**src/rtl/ws_pixel_tx.sv**
```systemverilog
// One-wire LED transmitter: shifts pixel words out MSB first as high-time-coded bits,
// then holds the line low for a latch interval once the pixel stream runs dry.
module ws_pixel_tx #(
   parameter int DATA_WIDTH  = 24,
   parameter int TICK_DIV    = 5,
   parameter int T0H_TICKS   = 4,
   parameter int T1H_TICKS   = 8,
   parameter int BIT_TICKS   = 12,
   parameter int LATCH_TICKS = 600
) (
   input  logic                  i_clk,
   input  logic                  i_reset_n,
   input  logic [DATA_WIDTH-1:0] i_data,
   input  logic                  i_valid,
   output logic                  o_ready,
   output logic                  o_dout,
   output logic                  o_busy,
   output logic                  o_frame_done
);

   localparam int PHASE_MAX = (BIT_TICKS > LATCH_TICKS) ? BIT_TICKS : LATCH_TICKS;
   localparam int CW        = $clog2(PHASE_MAX + 1);
   localparam int PW        = (TICK_DIV > 1) ? $clog2(TICK_DIV) : 1;
   localparam int BW        = (DATA_WIDTH > 1) ? $clog2(DATA_WIDTH) : 1;

   localparam logic [1:0] ST_IDLE  = 2'd0;
   localparam logic [1:0] ST_HIGH  = 2'd1;
   localparam logic [1:0] ST_LOW   = 2'd2;
   localparam logic [1:0] ST_LATCH = 2'd3;

   logic [1:0]            state;
   logic [DATA_WIDTH-1:0] shift_reg;
   logic [BW-1:0]         bit_idx;
   logic [PW-1:0]         presc;
   logic [CW-1:0]         tick_cnt;
   logic [CW-1:0]         phase_last;
   logic                  tick_end;
   logic                  phase_end;
   logic                  transfer;

   // Last tick index of the current phase; high/low split depends on the bit being sent.
   always_comb begin
      phase_last = '0;
      case (state)
         ST_HIGH:  phase_last = shift_reg[DATA_WIDTH-1] ? CW'(T1H_TICKS - 1)
                                                        : CW'(T0H_TICKS - 1);
         ST_LOW:   phase_last = shift_reg[DATA_WIDTH-1] ? CW'(BIT_TICKS - T1H_TICKS - 1)
                                                        : CW'(BIT_TICKS - T0H_TICKS - 1);
         ST_LATCH: phase_last = CW'(LATCH_TICKS - 1);
         default:  phase_last = '0;
      endcase
   end

   assign tick_end  = (presc == PW'(TICK_DIV - 1));
   assign phase_end = tick_end && (tick_cnt == phase_last);
   assign o_ready   = (state == ST_IDLE) ||
                      ((state == ST_LOW) && (bit_idx == '0) && phase_end);
   assign transfer  = i_valid && o_ready;
   assign o_busy    = (state != ST_IDLE);

   // Prescaler and tick counter restart at every phase boundary so phases never jitter.
   always_ff @(posedge i_clk or negedge i_reset_n) begin
      if (!i_reset_n) begin
         presc    <= '0;
         tick_cnt <= '0;
      end else if ((state == ST_IDLE) || phase_end) begin
         presc    <= '0;
         tick_cnt <= '0;
      end else if (tick_end) begin
         presc    <= '0;
         tick_cnt <= tick_cnt + 1'b1;
      end else begin
         presc    <= presc + 1'b1;
      end
   end

   always_ff @(posedge i_clk or negedge i_reset_n) begin
      if (!i_reset_n) begin
         state        <= ST_IDLE;
         shift_reg    <= '0;
         bit_idx      <= '0;
         o_dout       <= 1'b0;
         o_frame_done <= 1'b0;
      end else begin
         o_frame_done <= 1'b0;
         case (state)
            ST_IDLE: begin
               o_dout <= 1'b0;
               if (transfer) begin
                  shift_reg <= i_data;
                  bit_idx   <= BW'(DATA_WIDTH - 1);
                  o_dout    <= 1'b1;
                  state     <= ST_HIGH;
               end
            end
            ST_HIGH: begin
               if (phase_end) begin
                  o_dout <= 1'b0;
                  state  <= ST_LOW;
               end
            end
            ST_LOW: begin
               if (phase_end) begin
                  if (bit_idx != '0) begin
                     shift_reg <= {shift_reg[DATA_WIDTH-2:0], 1'b0};
                     bit_idx   <= bit_idx - 1'b1;
                     o_dout    <= 1'b1;
                     state     <= ST_HIGH;
                  end else if (transfer) begin
                     shift_reg <= i_data;
                     bit_idx   <= BW'(DATA_WIDTH - 1);
                     o_dout    <= 1'b1;
                     state     <= ST_HIGH;
                  end else begin
                     state     <= ST_LATCH;
                  end
               end
            end
            ST_LATCH: begin
               o_dout <= 1'b0;
               if (phase_end) begin
                  o_frame_done <= 1'b1;
                  state        <= ST_IDLE;
               end
            end
            default: begin
               o_dout <= 1'b0;
               state  <= ST_IDLE;
            end
         endcase
      end
   end

endmodule

```
**config.mk**
```make
export PLATFORM = sky130hd
export DESIGN_NAME = ws_pixel_tx
export DESIGN_NICKNAME = d
export VERILOG_FILES = /design/src/rtl/ws_pixel_tx.sv
export SDC_FILE = /design/constraint.sdc
export NUM_CORES = 1
export LEC_CHECK = 0
export CAP_MARGIN = 20
export CELL_PAD_IN_SITES_DETAIL_PLACEMENT = 0
export CELL_PAD_IN_SITES_GLOBAL_PLACEMENT = 1
export CORE_UTILIZATION = 40
export DETAILED_ROUTE_END_ITERATION = 6
export GPL_ROUTABILITY_DRIVEN = 0
export PLACE_DENSITY_LB_ADDON = 0.2
export SLEW_MARGIN = 20
export SYNTH_ARGS = -nofsm -noshare
export SYNTH_HDL_FRONTEND = slang
export SYNTH_SLANG_ARGS = --single-unit
```
**constraint.sdc**
```tcl
create_clock -name i_clk -period 2.9 [get_ports i_clk]
set_input_delay 0.435 -clock i_clk [delete_from_list [all_inputs] [get_ports i_clk]]
set_output_delay 0.435 -clock i_clk [all_outputs]
set_load 0.01 [all_outputs]
```
==> out/qor.yml, run 1 <==
status: "finished clean"
cp_common_cell: "buf_4"
core.rowCount: 27
clkPwrFrac: 0.411
dp_hpwl_mm: 2.94
setup_viol_count_final: 0
switching_share: 0.206
ys_ff_latch: 46
core_area_mm2: 0.00554
clock_path_buffers: 2
vias: 1692
clk_pin_slew_ns: 0.09
power_mw: 1.17
num_antenna_cells: 0
insertion_delay_ns: 0.30
hp-class: "in -> async"
tns_ns: 0
syn_to_final_growth_pct: 21.2
synthMuxAreaShare: 0.00871
largest_reg_flops: 24
max_stage_delay_ns: 0.40
layout_min_cycle_time_ns: 2.43
cp.arrival_ns: 2.60
synth_xor_area_frac: 0.0419
cts_buffers: 5
power_density_mw_per_mm2: 421
dieWidth_um: 77.8
peakVddDrop_mv: 0.207
totalWireLength_mm: 4.45
power_frac_seq: 0.546
fin_nets: 284
cts_root_buffer: "clkbuf_8"
ant_nets: 0
drc: 0
cp_top_family: "compound AO/OA/AOI/OAI gates"
initial_core_util: 0.415
fin_skew_ns: 0.0104
dieArea_mm2: 0.00606
track_usage: 0.171
slew_headroom: 0.606
port_buffers: 30
synthFlopType: "dfrtp_1"
cts_tree: "yes"
drtPass1Iterations: 4
fmax_ghz: 0.412
final.period_utilization: 0.837
drtIter0Drc: 97
syn_area_mm2: 0.00230
endpoint_kind: "register"
synth_warnings: 0
cts-htree-levels: 2
drive_gt1_frac: 0.0791
drv_slew: 0
crit_type: "reg -> reg"
rsz0062_at_grt: "false"
via_per_inst: 5.21
first_global_vias: 1715
synth_edf_count: 0
final-hold-violation-count: 0
synth_cells: 220
wire_per_inst_um: 13.7
cp_slowest_cell: "dfrtp_1"
grt_pass1_wl_mm: 8.11
grt_max_degree: 47
synthArstFlopShare: 1.00
maxCapViolCount: 0
final_cell_mix: "dfrtp_1, clkdlybuf4s50_1, nor2b_1, a221o_1, nor2_1"
worstPathMaxFanout: 25
path_cells: "inv_1 > ha_1 > and2_2 > nand2_1 > a311o_1 > buf_4 > o31a_1 > nor2b_1 > buf_4 > a221o_1"
synth-simple-area-share: 0.219
grt-ovfl-total: 0
antenna_found_initial: 0
ys_seq_area_frac: 0.501
worst_pin_slew_ns: 0.590
crit_required_ns: 3.08
p_int_uw: 932
cts_num_sinks: 46
io_pins: 31
synth_compound_area_frac: 0.153
final_common_cell: "dfrtp_1"
power.leakage_nw: 1.28
synth.distinct_cells: 35
hold_buffers: 0
start_kind: "register"
p_comb_frac: 0.043
die_h_um: 77.8
path_buf_inv: 3
synthAdderAreaFrac: 0.0272
power.net_switching_uw: 241
synth_top_family_by_area: "simple AND/OR/NAND/NOR gates"
synth_nets: 252
syn_avg_cell_area_um2: 10.5
logic make-up after synthesis:
| logic type | Yosys count |
|---|---|
| AOI/OAI and AO/OA | 40 |
| buffers and inverters | 25 |
| and+or+nand+nor | 91 |
| adders and majority gates | 5 |
| xor gates and xnor gates | 11 |
| muxes | 2 |
| DFF | 46 |
timing repair:
item / 4_1_cts / 5_1_grt
buffers inserted: 1 / 0
pin swaps: 1 / 0
gates resized for setup: 1 / 1
gates cloned: 0 / 0
endpoints found under the setup margin: 1 / 1
routing by layer:
layer,global-route usage,vias up,wire (µm)
met5,0,-,0
met4,0.0509,0,53
met3,0.0412,6,161
met2,0.266,33,2080
met1,0.235,811,2160
li1,-,842,-
area by class of cell:
| class | count | area (µm²) |
|---|---|---|
| clock buffer | 6 | 72.6 |
| clock inverter | 2 | 37.5 |
| fill | 548 | 2750 |
| inverter | 13 | 48.8 |
| multi-input combinational | 149 | 1030 |
| sequential | 46 | 1150 |
| tap | 72 | 90.1 |
| timing repair buffer | 37 | 353 |
cell usage after synthesis (all sizes together), types with 2 or more instances:
master,instances,area (µm²)
nand2,13,48.8
clkbuf,5,18.8
nor2b,22,138
o21ai,4,20.0
nand3,5,25.0
xnor2,5,43.8
and3,10,62.6
ha,5,62.6
nor3,6,30.0
xor2,6,52.6
nor2,18,67.6
mux2i,2,20.0
a221oi,2,30.0
dfrtp,46,1150
nor4,2,27.5
inv,13,48.8
nor3b,2,15.0
nand3b,5,37.5
nand4,4,25.0
and2,2,12.5
buf,7,47.5
a21oi,5,25.0
a221o,21,210
path summary, 6_finish.rpt:
path	startpoint	endpoint	slack [ns]	cells after the start
max	presc[0]	shift_reg[16]	0.47	10
min	i_reset_n	tick_cnt[4]	0.13	1
min reg2reg	presc[0]	presc[0]	0.46	1
max in group asynchronous	i_reset_n	shift_reg[1]	2.36	1
min in group i_clk	presc[0]	presc[0]	0.46	1
max reg2reg	presc[0]	shift_reg[16]	0.47	10
power by group through the flow:
stage	registers (mW)	clock network (mW)	logic [mW]
5_1_grt	0.641	0.526	0.0566
2_1_floorplan	0.654	0	0.00416
6_report	0.641	0.482	0.0504
4_1_cts	0.641	0.499	0.0518
3_5_place_dp	0.654	0	0.0518
3_3_place_gp	0.654	0	0.0516
through the flow:
| step | hold WS, ns | worst slack, ns | instances | cell area, µm² | util |
|---|---|---|---|---|---|
| after floorplan | 0.139 | 0.559 | 220 | 2300 | - |
| after global placement | 0.446 | 0.275 | 316 | 2660 | 0.481 |
| after detailed placement | 0.452 | 0.249 | 316 | 2660 | 0.481 |
| after CTS | 0.354 | 0.0729 | 325 | 2780 | 0.502 |
| after global routing | 0.181 | 0.308 | 325 | 2790 | 0.503 |
| final | 0.132 | 0.474 | 325 | 2790 | 0.503 |
No activity file was read; power rests on OpenSTA's default activity.
==> run 2, diff against run 1 <==
Clock period 2.9 ns to 2.5 ns, I/O delays scaled along.
==> run 2 against run 1 <==
Net effect:
- non-clock buffer count grew 5
- sequential share of layout area shrank 0.41 points
- worst hold slack gained 0.33 ns
- wire length grew 1.9%
- flip-flop and latch count is the same
- combinational power grew 22%
- total power grew 5.6%
- critical endpoint unchanged
==> out/qor.yml, run 2 (same netlist as run 1, synthesis figures left out) <==
power_density_mw_per_mm2: 439  # +4.4%
antenna_found_initial: 0  # unchanged
placed_area_mm2: 0.00273  # +2.3%
dr.max_layer_used: "met4"
largest_reg_flops: 24  # unchanged
drtIter0Drc: 63  # -35%
grt-ovfl-total: 0  # unchanged
tns_ns: 0  # unchanged
die_h_um: 77.8  # unchanged
dieWidth_um: 77.8  # unchanged
wl_met2_mm: 2.10  # +0.91%
cts_tree: "yes"
syn_to_final_growth_pct: 22.6
final-hold-violation-count: 0  # unchanged
maxCapViolCount: 0  # unchanged
clk_pin_slew_ns: 0.08  # about the same
cts-htree-levels: 2  # unchanged
insertion_delay_ns: 0.29  # about the same
fin_nets: 289  # +1.8%
grt_pass1_wl_mm: 8.22  # +1.4%
core_area_mm2: 0.00554  # unchanged
drive_gt1_frac: 0.0973  # +0.0182
core.rowCount: 27  # unchanged
cp.arrival_ns: 2.55  # -0.05 ns
first_global_vias: 1736  # +1.2%
drtPass1Iterations: 4  # unchanged
track_usage: 0.174  # +0.00301
dp_hpwl_mm: 3.19  # +8.7%
design_area_mm2: 0.00282  # +1.1%
layout_min_cycle_time_ns: 2.37  # -0.0515 ns
slew_headroom: 0.764  # +0.157
clock_path_buffers: 2  # unchanged
totalWireLength_mm: 4.54  # +1.9%
crit_required_ns: 2.68  # -0.40 ns
io_pins: 31  # unchanged
worstPathMaxFanout: 25  # unchanged
rsz0062_at_grt: "false"
fin_skew_ns: 0.00415  # -0.00624 ns
hp-class: "reg -> reg"
wl_met3_um: 149  # -7.5%
fill_cells: 548  # unchanged
post-cts-setup-buffers: 0  # -1
endpoint_kind: "register"
setup_viol_count_final: 0  # unchanged
final_cell_mix: "dfrtp_1, clkdlybuf4s50_1, nor2b_1, a221o_1, nor2_1"
fmax_ghz: 0.421  # +2.2%
grt_max_degree: 33  # -30%
cts_buffers: 5  # unchanged
peakVddDrop_mv: 0.230  # +11%
via_per_inst: 5.33  # +2.4%
drc: 0  # unchanged
cts_num_sinks: 46  # unchanged
num_antenna_cells: 0  # unchanged
crit_type: "reg -> reg"
dieArea_mm2: 0.00606  # unchanged
ant_nets: 0  # unchanged
port_buffers: 30  # unchanged
wire_per_inst_um: 13.8  # +0.69%
cts_root_buffer: "clkbuf_8"
vias: 1754  # +3.7%
power.leakage_nw: 1.28  # about the same
final_common_cell: "dfrtp_1"
drv_slew: 0  # unchanged
worst_pin_slew_ns: 0.352  # -0.239 ns
status: "finished clean"
start_kind: "register"
drt-met1-wl_mm: 2.23  # +3.2%
final.period_utilization: 0.950  # +0.113
initial_core_util: 0.415  # unchanged
run 2: repair_timing:
action | 4_1_cts | 5_1_grt
pin swaps | 1 | 1
hold buffers | 1 | 0
setup endpoints to repair | 1 | 1
gates resized for setup | 4 | 1
hold endpoints to repair | 12 | 0
run 2: final timing paths:
check | end | cells past startpoint | startpoint | slack (ns)
max in group asynchronous | state[0] | 3 | i_reset_n | 1.43
hold / removal | presc[0] | 1 | presc[0] | 0.46
setup / recovery | shift_reg[16] | 8 | tick_cnt[8] | 0.13
setup reg to reg | shift_reg[16] | 8 | tick_cnt[8] | 0.13
hold reg to reg | presc[0] | 1 | presc[0] | 0.46
min in group asynchronous | tick_cnt[6] | 2 | i_reset_n | 0.50
run 2: report_power, final:
| part | switching [mW] | internal [mW] | total (mW) |
|---|---|---|---|
| sequential | 0 | 0.743 | 0.743 |
| combinational | 0.0199 | 0.0415 | 0.0614 |
| clock | 0.242 | 0.192 | 0.434 |
run 2: worst max-delay path, stage by stage (launching register included):
cell and delay [ns]:
dfrtp_1 0.42, nor4_2 0.32, nand2_1 0.08, a311o_1 0.35, buf_4 0.16, o31a_1 0.28, nor2b_1 0.16, buf_12 0.18
a221o_1 0.30
run 2: per-layer routing:
metal | vias to the layer above | global-route usage
li1 | 855 | -
met1 | 861 | 0.236
met2 | 33 | 0.273
met3 | 5 | 0.0424
met4 | 0 | 0.0566
met5 | - | 0
run 2: final cells by class:
type,instances,area [µm²],area share
Tap cell,72,90.1,0.0320
Timing Repair Buffer,42,408,0.145
Multi-Input combinational cell,149,1040,0.369
Inverter,13,48.8,0.0173
Sequential cell,46,1150,0.409
Clock buffer,6,72.6,0.0257
Clock inverter,1,7.51,0.00266
run 2: per-stage QoR:
step	hold WS [ns]	total power, mW	util	setup slack, ns	cells
global placement	0.289	0.820	0.492	0.0722	321
finish	0.462	1.24	0.509	0.126	329
global route	0.491	1.29	0.509	0.0121	329
floorplan	0.0794	0.763	-	0.159	220
CTS	0.466	1.26	0.510	0.0148	329
detailed placement	0.294	0.820	0.492	0.0230	321
